$ cat config.mk
export PLATFORM = sky130hd
export DESIGN_NAME = fir_output_stage_flat
export DESIGN_NICKNAME = d
export VERILOG_FILES = /design/src/rtl/fir_output_stage_if.sv /design/src/rtl/fir_output_stage.sv /design/src/flat_wrapper.sv
export SDC_FILE = /design/constraint.sdc
export NUM_CORES = 1
export LEC_CHECK = 0
export BUFFER_PORTS_ARGS = -buffer_cell sky130_fd_sc_hd__buf_2
export CORE_MARGIN = 2
export CORE_UTILIZATION = 50
export DETAILED_ROUTE_END_ITERATION = 10
export PLACE_DENSITY = 0.8
export SETUP_SLACK_MARGIN = 0.3
export SYNTH_ARGS = -nofsm -noshare
export SYNTH_HDL_FRONTEND = slang
export SYNTH_SLANG_ARGS = --single-unit
$ cat constraint.sdc
create_clock -name clk -period 3.85 [get_ports clk]
set_clock_uncertainty 0.1 [all_clocks]
set_input_delay 0.385 -clock clk [delete_from_list [all_inputs] [get_ports clk]]
set_output_delay 0.385 -clock clk [all_outputs]
set_load 0.03 [all_outputs]
$ cat src/rtl/fir_output_stage_if.sv
//------------------------------------------------------------------------------
// fir_output_stage_if : valid/ready sample stream with FIFO occupancy. Rev 1.0
//------------------------------------------------------------------------------
`default_nettype none

interface fir_output_stage_if #(
  parameter int OW    = 16,
  parameter int DEPTH = 4
);
  localparam int LW = $clog2(DEPTH) + 1;

  logic          valid;
  logic          ready;
  logic [OW-1:0] data;
  logic [LW-1:0] level;

  modport master (output valid, output data, output level, input ready);
  modport slave  (input valid, input data, input level, output ready);
endinterface

`default_nettype wire

$ cat src/rtl/fir_output_stage.sv
//------------------------------------------------------------------------------
// fir_output_stage : decimate, round, shift, saturate, buffer FIR sums. Rev 1.0
//------------------------------------------------------------------------------
`default_nettype none

module fir_output_stage #(
  parameter int IW    = 40,
  parameter int OW    = 16,
  parameter int SHIFT = 15,
  parameter int DEPTH = 4,
  parameter int DW    = 8
) (
  input  logic                 clk,
  input  logic                 rst_n,
  input  logic                 ce,
  input  logic signed [IW-1:0] acc,
  input  logic [DW-1:0]        decim,
  input  logic                 clr_flags,
  output logic                 sat,
  output logic                 overrun,
  fir_output_stage_if.master   dout
);

  localparam int AW = $clog2(DEPTH);
  localparam int LW = AW + 1;
  localparam logic [LW-1:0] c_depth = LW'(DEPTH);

  localparam logic signed [IW:0] c_round = {{(IW+1-SHIFT){1'b0}}, 1'b1, {(SHIFT-1){1'b0}}};
  localparam logic signed [IW:0] c_max   = {{(IW+2-OW){1'b0}}, {(OW-1){1'b1}}};
  localparam logic signed [IW:0] c_min   = {{(IW+2-OW){1'b1}}, {(OW-1){1'b0}}};

  logic [DW-1:0]        r_cnt;
  logic                 w_accept;
  logic signed [IW:0]   w_ext;
  logic signed [IW:0]   w_rnd;
  logic signed [IW:0]   w_shr;
  logic                 w_hi;
  logic                 w_lo;
  logic [OW-1:0]        w_res;

  logic                 r_stg_vld;
  logic [OW-1:0]        r_stg_data;

  logic [OW-1:0]        r_mem [DEPTH];
  logic [AW-1:0]        r_wr_ptr;
  logic [AW-1:0]        r_rd_ptr;
  logic [LW-1:0]        r_level;
  logic [OW-1:0]        r_hold;
  logic                 w_full;
  logic                 w_pop;
  logic                 w_push;
  logic                 w_drop;

  // Decimation: a sample is taken whenever the countdown is at zero
  assign w_accept = ce && (r_cnt == '0);

  always_ff @(posedge clk or negedge rst_n) begin
    if (!rst_n) begin
      r_cnt <= '0;
    end else if (ce) begin
      r_cnt <= (r_cnt == '0) ? decim : r_cnt - DW'(1);
    end
  end

  // One extra bit of headroom so the rounding add can never wrap
  assign w_ext = {acc[IW-1], acc};
  assign w_rnd = w_ext + c_round;
  assign w_shr = w_rnd >>> SHIFT;
  assign w_hi  = w_shr > c_max;
  assign w_lo  = w_shr < c_min;

  always_comb begin
    w_res = w_shr[OW-1:0];
    if (w_hi) begin
      w_res = {1'b0, {(OW-1){1'b1}}};
    end else if (w_lo) begin
      w_res = {1'b1, {(OW-1){1'b0}}};
    end
  end

  always_ff @(posedge clk or negedge rst_n) begin
    if (!rst_n) begin
      r_stg_vld  <= 1'b0;
      r_stg_data <= '0;
    end else begin
      r_stg_vld <= w_accept;
      if (w_accept) begin
        r_stg_data <= w_res;
      end
    end
  end

  assign w_full = (r_level == c_depth);
  assign w_pop  = (r_level != '0) && dout.ready;
  assign w_push = r_stg_vld && (!w_full || w_pop);
  assign w_drop = r_stg_vld && w_full && !w_pop;

  always_ff @(posedge clk) begin
    if (w_push) begin
      r_mem[r_wr_ptr] <= r_stg_data;
    end
  end

  // r_hold keeps the last popped word visible once the FIFO runs dry
  always_ff @(posedge clk or negedge rst_n) begin
    if (!rst_n) begin
      r_wr_ptr <= '0;
      r_rd_ptr <= '0;
      r_level  <= '0;
      r_hold   <= '0;
    end else begin
      if (w_push) begin
        r_wr_ptr <= r_wr_ptr + AW'(1);
      end
      if (w_pop) begin
        r_rd_ptr <= r_rd_ptr + AW'(1);
        r_hold   <= r_mem[r_rd_ptr];
      end
      if (w_push && !w_pop) begin
        r_level <= r_level + LW'(1);
      end else if (w_pop && !w_push) begin
        r_level <= r_level - LW'(1);
      end
    end
  end

  always_ff @(posedge clk or negedge rst_n) begin
    if (!rst_n) begin
      sat     <= 1'b0;
      overrun <= 1'b0;
    end else begin
      if (w_accept && (w_hi || w_lo)) begin
        sat <= 1'b1;
      end else if (clr_flags) begin
        sat <= 1'b0;
      end
      if (w_drop) begin
        overrun <= 1'b1;
      end else if (clr_flags) begin
        overrun <= 1'b0;
      end
    end
  end

  assign dout.valid = (r_level != '0);
  assign dout.level = r_level;
  assign dout.data  = (r_level != '0) ? r_mem[r_rd_ptr] : r_hold;

endmodule

`default_nettype wire

$ cat src/flat_wrapper.sv
// flat-port wrapper written by rule: the top's interface ports become plain ports
module fir_output_stage_flat 
#(
  parameter int IW    = 40,
  parameter int OW    = 16,
  parameter int SHIFT = 15,
  parameter int DEPTH = 4,
  parameter int DW    = 8
)
  (clk, rst_n, ce, acc, decim, clr_flags, sat, overrun, dout_valid, dout_data, dout_level, dout_ready);
  fir_output_stage_if #(.OW(OW), .DEPTH(DEPTH)) dout_i ();
  input  logic clk;
  input  logic rst_n;
  input  logic ce;
  input  logic signed [IW-1:0] acc;
  input  logic [DW-1:0] decim;
  input  logic clr_flags;
  output logic sat;
  output logic overrun;
  output wire logic [$bits(dout_i.valid)-1:0] dout_valid;
  output wire logic [$bits(dout_i.data)-1:0] dout_data;
  output wire logic [$bits(dout_i.level)-1:0] dout_level;
  input wire logic [$bits(dout_i.ready)-1:0] dout_ready;
  assign dout_valid = dout_i.valid;
  assign dout_data = dout_i.data;
  assign dout_level = dout_i.level;
  assign dout_i.ready = dout_ready;
  fir_output_stage #(.IW(IW), .OW(OW), .SHIFT(SHIFT), .DEPTH(DEPTH), .DW(DW)) u_core (.clk(clk), .rst_n(rst_n), .ce(ce), .acc(acc), .decim(decim), .clr_flags(clr_flags), .sat(sat), .overrun(overrun), .dout(dout_i));
endmodule
==> results.toml <==
[outcome]
violations = "negative hold slack"
status = "complete, but fails checks"

[floorplanning]
initial_core_util = 0.510
io_pins = 75
die_w_um = 109
core_area_mm2 = 0.0108
dieArea_mm2 = 0.0119
die_h_um = 109
num_rows = 38

[power]
power_switching_mw = 1.56
pwr-share-comb = 0.290
swShare = 0.320
pwr-share-clk = 0.321
p_leak_nw = 2.52
power.internal_mw = 3.31
power_density_mw_per_mm2 = 747
sequentialPowerShare = 0.389
peakVddDrop_v = 0.000519

[sta]
finalHoldViolCount = 24
max_freq_mhz = 361
max-slew-margin-rel = 0.256
rsz0062_at_grt = "false"
fin_crit_ns = 2.77
setup_tns_ns = 0
whs_ns = -0.0134
maxSlewViolCount = 0
setup_viol_count_final = 0
worst_slew_pin_slew_ns = 1.12
period_share = 0.720

[route]
via_count = 3733
drt.antenna.violating_nets = 0
dr.first_iter.drc_count = 291
wl_per_cell_um = 18.8
viasPerCell = 5.87
drc = 0
drt_first_pass_iters = 4
routed_wl_um = 12000

[global_route]
grt_pass1_wl_um = 19100
antenna_found_initial = 0
grt_max_degree = 51
grtUsageTotal = 0.217
gr-total-overflow = 0
grt_pass1_vias = 3666

[worst_setup_path]
path_cells = "mux4_2 > mux2_2 > buf_2"
critical_path_class = "reg2out"
cp_slowest_cell = "dfrtp_1"
cp.required_ns = 3.37
end_kind = "output pin"
start_kind = "flip-flop"
worstPathArrival_ns = 2.29
cpPeakStageDelay_ns = 0.85
critPathMaxFanout = 17

[layout]
nNetsFinal = 545
antenna_cells = 0
finish.utilization = 0.604
fillers = 797
layout-drive-gt1-share = 0.313
multi_input_area_mm2 = 0.00220
regArea_mm2 = 0.00317
synthToLayoutAreaGrowth_pct = 18.6

[synth]
ys_ff_latch = 114
synth.most_common_cell = "edfxtp_1"
synthesis.area_mm2 = 0.00550
synth_ff_type = "edfxtp_1"
synth-edff-count = 64
ys_top_cells_by_area = "edfxtp_1 (35%), dfrtp_1 (23%), mux2_2 (6.8%)"
synthCells = 419
yosysSeqAreaShare = 0.577
yosysWarnings = 0
netlist.area_leader.share = 0.349
synth.largest_area_cell = "edfxtp_1"
synthesis.nets = 481
synth_area_per_cell_um2 = 13.1
synth_common_cells = "edfxtp_1 (64), dfrtp_1 (50), mux2_2 (33)"
synth_cell_types = 56
postSynth.asyncResetShare = 0.439

[clock_network]
cts_made_buffers = 17
h-tree-depth = 4
clkLatencyLatePin_ns = 0.52
holdBufCountCts = 0
ctsResizeCount = 0
cts.clk_slew.worst_paths_ns = 0.05
clkSinkCount = 114
cts_root_buffer = "clkbuf_8"
clockBufferDepth = 2
cts_tree = "done"
postCtsSetupBuffers = 0

[placed_design]
routabilityCongestion = 0.908
port_buffers = 60
hpwl_um = 7930

[flow_run]
drv_cap = 0

[worst_hold_path]
hold_class = "in2async"
==> power by group through the flow <==
stage               Clock (mW)  Sequential, mW  Combinational [mW]
floorplan                    0            1.82                1.08
global placement             0            1.86                1.35
detailed placement           0            1.90                1.40
CTS                       1.58            1.89                1.43
global route              1.64            1.93                1.54
finish                    1.56            1.89                1.41
==> worst paths after layout <==
| check | cells after the start | end | startpoint | slack (ns) |
|---|---|---|---|---|
| max reg2reg | 8 | u_core.r_stg_data[4]$_DFFE_PN0P_ | u_core.r_cnt[3]$_DFFE_PN0P_ | 1.20 |
| max in group asynchronous | 1 | u_core.r_stg_data[10]$_DFFE_PN0P_ | rst_n | 2.97 |
| min | 1 | u_core.r_hold[2]$_DFFE_PN0P_ | rst_n | -0.01 |
| min reg2reg | 1 | u_core.r_hold[10]$_DFFE_PN0P_ | u_core.r_hold[10]$_DFFE_PN0P_ | 0.40 |
| min in group clk | 2 | u_core.overrun$_DFFE_PN0P_ | clr_flags | 0.03 |
| max | 3 | dout_data[8] | u_core.r_rd_ptr[1]$_DFFE_PN0P_ | 1.08 |
==> layout make-up <==
type,instances,share of cell area
clock buffer,20,0.0667
clock inverter,12,0.0249
inverter,11,0.00633
multi-input combinational,274,0.337
sequential,114,0.486
tap,140,0.0269
timing repair buffer,65,0.0518
==> registers in the layout (all words and copies together) (netlist names) <==
signal	cells
u_core.r_wr_ptr	2
u_core.r_stg_data	16
u_core.r_mem	64
u_core.overrun	1
u_core.sat	1
u_core.r_stg_vld	1
u_core.dout.level	3
u_core.r_hold	16
u_core.r_cnt	8
u_core.r_rd_ptr	2
==> through the flow <==
stage / hold slack (ns) / std cells / total power, mW / instance area (um^2) / worst slack [ns]
2_1_floorplan: -0.0106 / 419 / 2.90 / 5500 / 0.839
3_3_place_gp: 0.371 / 604 / 3.21 / 5930 / 0.740
3_5_place_dp: 0.371 / 604 / 3.30 / 5930 / 0.701
4_1_cts: 0.00523 / 636 / 4.90 / 6520 / 1.05
5_1_grt: 0.0317 / 636 / 5.11 / 6520 / 0.979
6_report: -0.0134 / 636 / 4.87 / 6520 / 1.08
==> routing by layer <==
| metal | GRT usage | vias to the layer above | part of all wire |
|---|---|---|---|
| met5 | 0 | - | 0 |
| met4 | 0.0714 | 0 | 0.014 |
| met1 | 0.281 | 1849 | 0.44 |
| li1 | - | 1739 | - |
| met2 | 0.356 | 129 | 0.49 |
| met3 | 0.0574 | 16 | 0.056 |
==> cell usage in the layout (no fill, tap or decap), types with 4 or more instances in the layout <==
master	n
edfxtp_1	64
buf_2	60
dfrtp_1	50
mux2_2	33
o21ai_0	29
nand2_1	25
nor2_1	19
a31oi_1	18
mux4_2	16
clkbuf_16	16
a21oi_1	15
xnor2_1	13
nand3_1	13
inv_1	11
ha_1	8
and3_1	7
xor2_1	7
nor4_1	6
nor3_1	6
a211oi_1	6
and2_1	5
nand4_1	5
buf_4	5
nor2b_1	4
bufinv_16	4
==> critical path: cells and delay by family, from the launching register on <==
kind	cells	cell delay (ns)
muxes	2	0.74
DFF	1	0.85
buffers and inverters	1	0.17
==> cell families (layout without fill, tap and decap cells) <==
kind of cell	count (synthesis)	after routing	share of synthesized area
xor gates and xnor gates	20	20	0.0318
buffers and inverters	31	108	0.0237
AOI/OAI and AO/OA	85	85	0.101
muxes	49	49	0.133
adders and majority gates	9	9	0.0218
DFF	114	114	0.577
and+or+nand+nor	111	111	0.112
No activity file was read; power rests on OpenSTA's default activity.
